File: config.mk
export PLATFORM = sky130hd
export DESIGN_NAME = seg7_scan_reader_flat
export DESIGN_NICKNAME = d
export VERILOG_FILES = /design/src/rtl/seg7_scan_reader_if.sv /design/src/rtl/seg7_scan_reader.sv /design/src/flat_wrapper.sv
export SDC_FILE = /design/constraint.sdc
export NUM_CORES = 1
export LEC_CHECK = 0
export CAP_MARGIN = 10
export CORE_ASPECT_RATIO = 1.4
export CORE_UTILIZATION = 43
export CTS_BUF_LIST = sky130_fd_sc_hd__clkbuf_16
export CTS_CLUSTER_DIAMETER = 30
export DETAILED_ROUTE_END_ITERATION = 12
export GPL_ROUTABILITY_DRIVEN = 0
export PLACE_DENSITY = 0.69
export SETUP_SLACK_MARGIN = 0.3
export SYNTH_ARGS = -nofsm -noshare
export SYNTH_HDL_FRONTEND = slang
export SYNTH_SLANG_ARGS = --single-unit
File: constraint.sdc
create_clock -name clk -period 3.5 [get_ports clk]
set_clock_uncertainty 0.15 [all_clocks]
set_input_delay 0.7 -clock clk [delete_from_list [all_inputs] [get_ports clk]]
set_output_delay 0.7 -clock clk [all_outputs]
set_load 0.05 [all_outputs]
File: src/rtl/seg7_scan_reader_if.sv
// Signal bundle for the multiplexed 7-segment reader: the scanned segment bus in,
// and the decoded frame out through a valid/ready handshake.
interface seg7_scan_reader_if #(
    parameter int NDIG = 4
);
    logic [6:0]        led;
    logic [NDIG-1:0]   dig_en;
    logic              frame_ready;
    logic [4*NDIG-1:0] bcd_out;
    logic [NDIG-1:0]   blank;
    logic [NDIG-1:0]   err;
    logic              frame_valid;
    logic              overrun;

    modport master (
        output led, dig_en, frame_ready,
        input  bcd_out, blank, err, frame_valid, overrun
    );

    modport slave (
        input  led, dig_en, frame_ready,
        output bcd_out, blank, err, frame_valid, overrun
    );
endinterface

File: src/rtl/seg7_scan_reader.sv
// Samples a multiplexed 7-segment bus, debounces each digit, decodes it back to BCD
// and publishes complete frames through a valid/ready handshake.
module seg7_scan_reader #(
    parameter int NDIG   = 4,
    parameter int STABLE = 3
) (
    input  logic              clk,
    input  logic              rst,
    seg7_scan_reader_if.slave bus
);
    localparam logic [3:0] STABLE_C = 4'(STABLE);

    logic [6:0]        led_q_reg, led_prev_reg;
    logic [NDIG-1:0]   dig_q_reg, dig_prev_reg;
    logic [3:0]        cnt_reg, cnt_next;
    logic [NDIG-1:0]   seen_reg, seen_next;
    logic [NDIG-1:0]   cap_mask;
    logic              one_hot, same_sample, capture, frame_done;
    logic [3:0]        dec_bcd;
    logic              dec_blank, dec_err;

    logic [3:0]        work_bcd_reg   [NDIG];
    logic              work_blank_reg [NDIG];
    logic              work_err_reg   [NDIG];
    logic [4*NDIG-1:0] work_bcd_flat;
    logic [NDIG-1:0]   work_blank_flat, work_err_flat;

    logic [4*NDIG-1:0] snap_bcd_reg;
    logic [NDIG-1:0]   snap_blank_reg, snap_err_reg;
    logic              valid_reg, overrun_reg;

    always_ff @(posedge clk) begin
        if (rst) begin
            led_q_reg    <= '0;
            dig_q_reg    <= '0;
            led_prev_reg <= '0;
            dig_prev_reg <= '0;
            cnt_reg      <= '0;
            seen_reg     <= '0;
        end else begin
            led_q_reg    <= bus.led;
            dig_q_reg    <= bus.dig_en;
            led_prev_reg <= led_q_reg;
            dig_prev_reg <= dig_q_reg;
            cnt_reg      <= cnt_next;
            seen_reg     <= seen_next;
        end
    end

    always_comb begin
        one_hot     = (dig_q_reg != '0) && ((dig_q_reg & (dig_q_reg - NDIG'(1))) == '0);
        same_sample = (led_q_reg == led_prev_reg) && (dig_q_reg == dig_prev_reg);
        cnt_next    = '0;
        if (one_hot) begin
            if (!same_sample)
                cnt_next = 4'd1;
            else if (cnt_reg == STABLE_C)
                cnt_next = cnt_reg;
            else
                cnt_next = cnt_reg + 4'd1;
        end
        // A saturated counter stays at STABLE, so each dwell produces exactly one capture.
        capture    = one_hot && (cnt_reg == STABLE_C - 4'd1) && (cnt_next == STABLE_C);
        cap_mask   = capture ? dig_q_reg : '0;
        frame_done = &seen_reg;
        // A capture landing on the completion edge starts the next frame.
        seen_next  = frame_done ? cap_mask : (seen_reg | cap_mask);
    end

    always_comb begin
        dec_bcd   = 4'd0;
        dec_blank = 1'b0;
        dec_err   = 1'b0;
        case (led_q_reg)
            7'h7E: dec_bcd = 4'd0;
            7'h30: dec_bcd = 4'd1;
            7'h6D: dec_bcd = 4'd2;
            7'h79: dec_bcd = 4'd3;
            7'h33: dec_bcd = 4'd4;
            7'h5B: dec_bcd = 4'd5;
            7'h5F: dec_bcd = 4'd6;
            7'h70: dec_bcd = 4'd7;
            7'h7F: dec_bcd = 4'd8;
            7'h7B: dec_bcd = 4'd9;
            7'h00: dec_blank = 1'b1;
            default: dec_err = 1'b1;
        endcase
    end

    for (genvar gi = 0; gi < NDIG; gi++) begin : g_digit
        always_ff @(posedge clk) begin
            if (rst) begin
                work_bcd_reg[gi]   <= '0;
                work_blank_reg[gi] <= 1'b0;
                work_err_reg[gi]   <= 1'b0;
            end else if (cap_mask[gi]) begin
                work_bcd_reg[gi]   <= dec_bcd;
                work_blank_reg[gi] <= dec_blank;
                work_err_reg[gi]   <= dec_err;
            end
        end
        assign work_bcd_flat[4*gi +: 4] = work_bcd_reg[gi];
        assign work_blank_flat[gi]      = work_blank_reg[gi];
        assign work_err_flat[gi]        = work_err_reg[gi];
    end

    always_ff @(posedge clk) begin
        if (rst) begin
            snap_bcd_reg   <= '0;
            snap_blank_reg <= '0;
            snap_err_reg   <= '0;
            valid_reg      <= 1'b0;
            overrun_reg    <= 1'b0;
        end else begin
            overrun_reg <= 1'b0;
            if (frame_done) begin
                if (!valid_reg || bus.frame_ready) begin
                    snap_bcd_reg   <= work_bcd_flat;
                    snap_blank_reg <= work_blank_flat;
                    snap_err_reg   <= work_err_flat;
                    valid_reg      <= 1'b1;
                end else begin
                    overrun_reg <= 1'b1;
                end
            end else if (valid_reg && bus.frame_ready) begin
                valid_reg <= 1'b0;
            end
        end
    end

    assign bus.bcd_out     = snap_bcd_reg;
    assign bus.blank       = snap_blank_reg;
    assign bus.err         = snap_err_reg;
    assign bus.frame_valid = valid_reg;
    assign bus.overrun     = overrun_reg;
endmodule

File: src/flat_wrapper.sv
// flat-port wrapper written by rule: the top's interface ports become plain ports
module seg7_scan_reader_flat 
#(
    parameter int NDIG   = 4,
    parameter int STABLE = 3
)
  (clk, rst, bus_led, bus_dig_en, bus_frame_ready, bus_bcd_out, bus_blank, bus_err, bus_frame_valid, bus_overrun);
  seg7_scan_reader_if #(.NDIG(NDIG)) bus_i ();
  input  logic clk;
  input  logic rst;
  input wire logic [$bits(bus_i.led)-1:0] bus_led;
  input wire logic [$bits(bus_i.dig_en)-1:0] bus_dig_en;
  input wire logic [$bits(bus_i.frame_ready)-1:0] bus_frame_ready;
  output wire logic [$bits(bus_i.bcd_out)-1:0] bus_bcd_out;
  output wire logic [$bits(bus_i.blank)-1:0] bus_blank;
  output wire logic [$bits(bus_i.err)-1:0] bus_err;
  output wire logic [$bits(bus_i.frame_valid)-1:0] bus_frame_valid;
  output wire logic [$bits(bus_i.overrun)-1:0] bus_overrun;
  assign bus_i.led = bus_led;
  assign bus_i.dig_en = bus_dig_en;
  assign bus_i.frame_ready = bus_frame_ready;
  assign bus_bcd_out = bus_i.bcd_out;
  assign bus_blank = bus_i.blank;
  assign bus_err = bus_i.err;
  assign bus_frame_valid = bus_i.frame_valid;
  assign bus_overrun = bus_i.overrun;
  seg7_scan_reader #(.NDIG(NDIG), .STABLE(STABLE)) u_core (.clk(clk), .rst(rst), .bus(bus_i));
endmodule
==> impl_metrics.ini, run 1 <==
[timing]
fin_ws_ns = 0.8954
relSlewSlack_pct = 45.72
fmax_ghz = 0.3839
fin_crit_sh_pct = 74.42
setup_tns_ns = 0
tightestPinTransition_ns = 0.8104
finalSetupViolCount = 0
min_period_ns = 2.605
rsz0062_at_grt = no
finalHoldViolCount = 0
maxSlewViolCount = 0

[layout]
final_common_cell = nand2_1
syn_to_final_growth_pct = 21.37
drive_gt1_share_pct = 7.283
diodes = 0
final_cell_mix = nand2_1 (62), dfxtp_1 (56), clkdlybuf4s50_1 (38), a21oi_1 (27)
final_nets = 368

[logic_synthesis]
synth-main-ff-cell = dfxtp_1
netlist_area_um2 = 3256
synth_cell_types = 40
async_reset_ff_share_pct = 0
syn_avg_cell_area_um2 = 9.956
ys_seq_area_share_pct = 56.57
synth_edf_count = 24
syn_nets = 343
synth_warnings = 0
ys_ff_latch = 80
synthCells = 327

[power]
power_density_nw_per_um2 = 519.4
p_leak_nw = 1.279
peakVddDrop_uv = 289.0

[routing]
first_iter_violations = 138
ant_nets = 0
drtPass1Iterations = 4
drcViolationCount = 0
num_vias = 2286
viasPerCell = 5.035
wl_per_cell_um = 12.98
wirelength_um = 5894

[clocking]
clk_pin_slew_ns = 0.06
clkSinkCount = 80
htreeDepth = 3
cts_tree = done
clock_path_buffers = 2
cts_resized = 0
insertion_delay_ns = 0.33
cts_made_buffers = 9
cts-root-buf = clkbuf_16
hold_buffers = 0
cts_setup_buffers = 0

[global_route]
antenna_found_initial = 0
grt_pass1_wl_um = 9501
overflow = 0
track_usage_pct = 16.33
grt_pass1_vias = 2069
grt_max_degree = 36

[critical_path]
cp_data_required_time_ns = 3.32
path_cells = xnor2_1 -> nand4_1 -> nor4_4 -> o211ai_4 -> o21bai_1
critPathMaxFanout = 35
worst_path_largest_cell_delay_ns = 0.57
slowest_stage = o21bai_1
crit_arrival_ns = 2.42
endpoint_kind = register
crit_path_start_kind = register
crit_type = reg -> reg

[die]
io-pin-count = 40
initial_utilization_pct = 44.23
die_h_um = 105.0
fp-row-count = 37
core-area_um2 = 7361
die_area_um2 = 7928
die_w_um = 75.54

[run_status]
outcome = completed

[run]
drv_cap = 0

[place]
place_ws_ns = 0.8990
io_buffers = 39
hpwl_um = 4159

[min_path]
hold_path.class = reg -> reg
-- through the flow --
step / cell area [µm²] / utilization (%) / instances / hold WS [ns] / total power, mW
final: 3951 / 53.68 / 454 / 0.3026 / 2.052
after global routing: 3951 / 53.68 / 454 / 0.3207 / 2.120
after CTS: 3951 / 53.68 / 454 / 0.3038 / 2.069
after detailed placement: 3637 / 49.41 / 438 / 0.2960 / 1.102
after global placement: 3637 / 49.41 / 438 / 0.2925 / 1.100
after floorplan: 3256 / - / 327 / 0.2888 / 1.080
-- cell usage after synthesis (2+ instances only) --
master    number  area [µm²]
buf_2         10       50.05
nor2b_1       24       150.1
and2_1         2       12.51
a21oi_1       27       135.1
nand2_1       62       232.7
nor4_1         4       25.02
ha_1           2       25.02
inv_1          2       7.510
dfxtp_1       56        1121
xor2_1         2       17.52
clkbuf_1      14       52.55
nor3_1        22       110.1
nand3b_1       3       22.52
o21ai_0        5       25.02
and4bb_2       3       37.54
o21bai_1       5       37.54
nor2_1         8       30.03
xnor2_1       13       113.9
nor4b_1        2       17.52
o31ai_1        2       15.01
nand4_1        6       37.54
buf_6          4       45.04
edfxtp_1      24       720.7
nor3b_1        3       22.52
nand3_1        7       35.03
-- routing by layer --
layer | global-route usage, % | routed length, µm | vias to the layer above
met3 | 4.725 | 217 | 6
met2 | 27.42 | 3156 | 55
met4 | 8.069 | 85 | 0
li1 | - | - | 1173
met5 | 0 | 0 | -
met1 | 18.25 | 2434 | 1052
-- cell type report --
type                       count  area (µm²)
inverter                       2       7.507
timing repair buffer          42       407.9
multi-input combinational    217        1259
fill                         659        3410
sequential                    80        1842
clock inverter                 7       88.84
clock buffer                   9       225.2
tap                           97       121.4
-- kinds of logic after synthesis --
group	count (synthesis)	synth area share (%)
AND/OR/NAND/NOR	155	25.40
AO/OA/AOI/OAI	44	8.148
flip-flops	80	56.57
multiplexers	1	0.3075
XOR/XNOR	15	4.035
buffers and inverters	30	4.766
adder cells (fa/ha/maj)	2	0.7685
-- worst paths after layout --
check                      start                        to  slack, ns  cells after the start
max          u_core.dig_q_reg[2]  u_core.work_blank_reg[3]       0.90                      5
min               bus_bcd_out[1]            bus_bcd_out[1]       0.30                      2
max reg2reg  u_core.dig_q_reg[2]  u_core.work_blank_reg[3]       0.90                      5
min reg2reg       bus_bcd_out[1]            bus_bcd_out[1]       0.30                      2
-- power by group --
| group | switching [mW] | total [mW] | internal (mW) |
|---|---|---|---|
| combinational | 0.0402 | 0.0810 | 0.0408 |
| clock | 0.351 | 0.970 | 0.618 |
| sequential | 0.0252 | 1.00 | 0.976 |
| total | 0.417 | 2.05 | 1.64 |
-- critical path: cells and delay by family, from the launching register on --
| kind | cells | cell delay, ns |
|---|---|---|
| compound gates | 2 | 0.90 |
| flops | 1 | 0.53 |
| simple gates | 2 | 0.47 |
| xor+xnor | 1 | 0.17 |
Note: power is estimated with default switching activity, not from simulation.
==> run 2: changes to the inputs <==
clock period = 2.4 ns   (was 3.5 ns; I/O delays follow)
==> run 2 against run 1 <==
  * Sequential power grew 45%
  * First-iteration DRC count shrank 17%
  * Via count grew 6.8%
  * Non-clock buffer count grew 19
  * Highest routed layer unchanged
  * Routed wire length grew 13%
  * Total power grew 54%
  * Critical path type is now reg -> out
  * Setup slack lost 0.56 ns
  * Design area grew 9.6%
  * Critical path depth shrank 4
  * Critical endpoint is now bus_overrun
==> impl_metrics.ini, run 2 (synthesis gave the netlist of run 1 again) <==
[global_route]
grt_pass1_vias = 2331
overflow = 0
antenna_found_initial = 0
track_usage_pct = 17.97
grt_pass1_wl_um = 10560
grt_max_degree = 35

[power]
sw_frac_of_total_pct = 20.11
seqPwrFrac_pct = 45.9
internal_power_mw = 2.518
power_density_nw_per_um2 = 728.0
peakVddDrop_uv = 504.5
p_total_mw = 3.152
p_sw_mw = 0.6338
p_leak_nw = 1.791
p_comb_share_pct = 5.2
pwr-share-clk_pct = 48.9

[clocking]
clkSinkCount = 80
hold_buffers = 0
clk_pin_slew_ns = 0.06
htreeDepth = 3
insertion_delay_ns = 0.33
clock_path_buffers = 2
cts_made_buffers = 9
cts_tree = done
cts-root-buf = clkbuf_16

[layout]
stdcell_count = 474
drive_gt1_share_pct = 17.77
regArea_um2 = 1862
final_common_cell = nand2_1
final_nets = 388
multi_input_area_um2 = 1395
diodes = 0
syn_to_final_growth_pct = 32.97
final_cell_mix = nand2_1 (62), dfxtp_1 (50), a21oi_1 (27), nor2b_1 (24), edfxtp_1 (24)
num-fill-cells = 606

[critical_path]
crit_family = buffers and inverters
critPathMaxFanout = 1
crit_buf_inv = 1
crit_arrival_ns = 1.43
crit_type = reg -> out
worst_path_largest_cell_delay_ns = 0.79
slowest_stage = clkdlybuf4s50_1
endpoint_kind = output pin
r2r_cells = 6
regToRegEndpoint = u_core.work_err_reg[2]
reg2reg_setup_slack_ns = 0.37
cp_data_required_time_ns = 1.77
r2r-start = u_core.led_q_reg[1]
crit_path_start_kind = register
path_cells = clkdlybuf4s50_1

[timing]
min_period_ns = 2.063
finalHoldViolCount = 0
fmax_ghz = 0.4848
finalSetupViolCount = 0
fin_crit_sh_pct = 85.94
fin_ws_ns = 0.3375
tightestPinTransition_ns = 0.6203
maxSlewViolCount = 0
rsz0062_at_grt = yes
relSlewSlack_pct = 58.65
setup_tns_ns = 0

[routing]
drcViolationCount = 0
first_iter_violations = 114
num_vias = 2441
ant_nets = 0
wl_per_cell_um = 14.03
drtPass1Iterations = 4
wirelength_um = 6651
viasPerCell = 5.150

[min_path]
min_path_cells = 2
hold_path_end = bus_bcd_out[10]
hp-start = bus_bcd_out[10]
hold_path.class = reg -> reg

[die]
initial_utilization_pct = 44.23
fp-row-count = 37
core-area_um2 = 7361
die_area_um2 = 7928
io-pin-count = 40
die_h_um = 105.0
die_w_um = 75.54

[place]
place_ws_ns = 0.1469
placed_cells = 451
io_buffers = 39
hpwl_um = 4534

[run_status]
outcome = completed

[run]
drv_cap = 0
[run 2: changes by cell type in the layout (fill, tap and decap cells not counted), moves of 3 or more]
| cell | delta |
|---|---|
| buf_6 | +3 |
| buf_4 | +15 |
| dlygate4sd2_1 | +6 |
| dlymetal6s2s_1 | +19 |
| o21bai_4 | +4 |
| dfxtp_4 | +5 |
| clkdlybuf4s50_1 | -25 |
| dfxtp_1 | -6 |
| o21bai_1 | -4 |
[run 2: worst max-delay path by stage]
stage                             start                         to  depth (start not counted)
floorplan             u_core.cnt_reg[0]  u_core.work_bcd_reg[3][0]                          8
global placement    u_core.led_q_reg[6]   u_core.work_blank_reg[3]                          5
detailed placement    u_core.cnt_reg[0]     u_core.work_err_reg[2]                          8
CTS                        bus_blank[0]               bus_blank[0]                          1
global route        u_core.led_q_reg[4]     u_core.work_err_reg[2]                          6
finish               u_core.bus.overrun                bus_overrun                          1
[run 2: timing repair]
action	4_1_cts	5_1_grt
pin swaps	3	5
setup buffers	2	3
cloned	2	0
setup endpoints to repair	52	68
gates resized for setup	21	37
[run 2: metal layers]
layer / vias up / GRT usage, % / wire [µm]
li1: 1219 / - / -
met1: 1140 / 18.35 / 2539
met2: 61 / 31.51 / 3582
met3: 21 / 4.629 / 237
met4: 0 / 10.58 / 291
met5: - / 0 / 0
[run 2: layout make-up]
class,instances,area share (%)
clock buffer,9,5.202
clock inverter,7,2.746
inverter,2,0.1734
multi-input combinational,218,32.23
sequential,80,43.01
tap,97,2.803
timing repair buffer,61,13.84
[run 2: power by group through the flow]
stage / clock network [mW] / registers (mW) / logic (mW)
global placement: 0 / 1.48 / 0.141
finish: 1.54 / 1.45 / 0.163
floorplan: 0 / 1.46 / 0.114
CTS: 1.56 / 1.45 / 0.152
detailed placement: 0 / 1.48 / 0.143
global route: 1.62 / 1.45 / 0.178
[run 2: per-stage QoR]
stage / util (%) / hold slack (ns) / area [µm²]
global route: 58.81 / 0.3219 / 4329
global placement: 50.94 / 0.2933 / 3750
detailed placement: 50.94 / 0.2973 / 3750
floorplan: - / 0.2888 / 3272
finish: 58.81 / 0.2986 / 4329
CTS: 56.72 / 0.3051 / 4175
==> run 3: changes to the inputs <==
clock period = 2.04 ns   (was 2.4 ns; I/O delays follow)
==> run 3 against run 2 <==
  * The flow now finishes with violations (setup timing)
  * Setup slack got worse by 0.39 ns
  * Die area unchanged
  * Non-clock buffer count increased by 26
  * Global-route usage increased by 0.29 points
  * Count of clock-buffer cells in the layout unchanged
  * Combinational power increased by 50%
  * First-iteration DRC count increased by 2.6%
  * Critical endpoint is now u_core.work_blank_reg[2]
  * Largest power group is now registers
==> impl_metrics.ini, run 3 (synthesis gave the netlist of run 1 again) <==
[critical_path]
r2r-start = u_core.cnt_reg[0]
r2r_cells = 9
critPathMaxFanout = 5
crit_path_start_kind = register
regToRegEndpoint = u_core.work_blank_reg[2]
cp_data_required_time_ns = 1.97
crit_type = reg -> reg
endpoint_kind = register
reg2reg_setup_slack_ns = -0.05
crit_arrival_ns = 2.02

[min_path]
min_path_cells = 2
hold_path.class = reg -> reg
hp-start = bus_bcd_out[9]
hold_path_end = bus_bcd_out[9]

[routing]
wl_per_cell_um = 13.95
drtPass1Iterations = 4
viasPerCell = 5.026
wirelength_um = 6961
num_vias = 2508
first_iter_violations = 117
drcViolationCount = 0
ant_nets = 0

[die]
core-area_um2 = 7361
io-pin-count = 40
die_area_um2 = 7928
fp-row-count = 37
die_h_um = 105.0
initial_utilization_pct = 44.23
die_w_um = 75.54

[power]
p_leak_nw = 1.665
p_total_mw = 3.353
peakVddDrop_uv = 422.9
power_density_nw_per_um2 = 717.8

[global_route]
track_usage_pct = 18.26
grt_pass1_wl_um = 10670
antenna_found_initial = 0
grt_max_degree = 25
overflow = 0
grt_pass1_vias = 2347

[run_status]
violations = setup timing
outcome = complete, but fails checks

[place]
placed_cells = 462
io_buffers = 39
place_ws_ns = -0.1046
hpwl_um = 4397
dpl_cell_area_um2 = 3924

[timing]
fin_ws_ns = -0.05175
finalHoldViolCount = 0
hold_ws_ns = 0.3029
fin_crit_sh_pct = 102.5
tightestPinTransition_ns = 0.5004
relSlewSlack_pct = 66.64
rsz0062_at_grt = yes
setup_tns_ns = -0.1825
min_period_ns = 2.092
finalSetupViolCount = 5
fmax_ghz = 0.4781
maxSlewViolCount = 0

[layout]
stdcell_count = 499
num-fill-cells = 562
fin_util_pct = 63.45
final_common_cell = nand2_1
drive_gt1_share_pct = 39.80
final_cell_mix = nand2_1 (58), dfxtp_1 (45), buf_4 (45), a21oi_1 (26)
diodes = 0
final_nets = 413
final_area_um2 = 4671
syn_to_final_growth_pct = 43.47

[clocking]
clk_pin_slew_ns = 0.06
hold_buffers = 0
cts_tree = done
cts_made_buffers = 9
cts-root-buf = clkbuf_16
htreeDepth = 3
clkSinkCount = 80
clock_path_buffers = 2
insertion_delay_ns = 0.33

[run]
drv_cap = 0
-- run 3: cell count changes in the layout (fill, tap and decap cells not counted), sizes merged --
cell | previous run | this run
buf | 23 | 63
dlymetal6s2s | 19 | 0
clkbuf | 9 | 20
dlygate4sd2 | 6 | 1
bufinv | 3 | 0
clkinvlp | 1 | 3
clkdlybuf4s50 | 13 | 12
clkinv | 2 | 3
o211ai | 2 | 1
-- run 3: worst max-delay path by stage --
stage                                 startpoint                         to  slack, ns  cells past startpoint
after floorplan              u_core.led_q_reg[0]  u_core.work_bcd_reg[2][0]       0.09                      7
after global placement    u_core.dig_prev_reg[1]  u_core.work_bcd_reg[0][0]      -0.05                      6
after detailed placement     u_core.led_q_reg[4]  u_core.work_bcd_reg[0][1]      -0.10                      6
after CTS                 u_core.dig_prev_reg[1]   u_core.work_blank_reg[2]       0.02                      6
after global routing           u_core.cnt_reg[0]   u_core.work_blank_reg[2]      -0.09                      9
final                          u_core.cnt_reg[0]   u_core.work_blank_reg[2]      -0.05                      9
-- run 3: layout make-up --
class                      instances  area [µm²]  area share, %
inverter                           2       7.507         0.1607
sequential                        80        1866          39.94
tap                               97       121.4          2.598
clock buffer                       9       225.2          4.822
timing repair buffer              87       772.0          16.53
multi-input combinational        217        1639          35.09
clock inverter                     7       40.04         0.8572
-- run 3: power breakdown --
part / switching [mW] / internal, mW
Sequential: 0.0272 / 1.67
Combinational: 0.121 / 0.123
Clock: 0.599 / 0.808
Total: 0.748 / 2.61
-- run 3: routing by layer --
| layer | GRT usage, % | part of all wire [%] | wire length (µm) |
|---|---|---|---|
| met1 | 19.02 | 38 | 2628 |
| met2 | 30.55 | 55 | 3838 |
| met3 | 5.593 | 3.8 | 262 |
| met4 | 11.77 | 3.3 | 231 |
| met5 | 0 | 0 | 0 |
-- run 3: critical path, stage by stage, from the launching register on --
cell	delay, ns
dfxtp_4	0.36
inv_2	0.05
ha_4	0.27
nor3_2	0.04
a31oi_1	0.19
nor2_2	0.11
buf_4	0.16
clkbuf_16	0.14
and2_4	0.16
and4bb_2	0.22
-- run 3: what timing repair did --
action                                  CTS  global route
buffers inserted                         10             9
pin swaps                                15             5
gates cloned                              1             1
endpoints found under the setup margin   66            65
resized for setup                        66            43
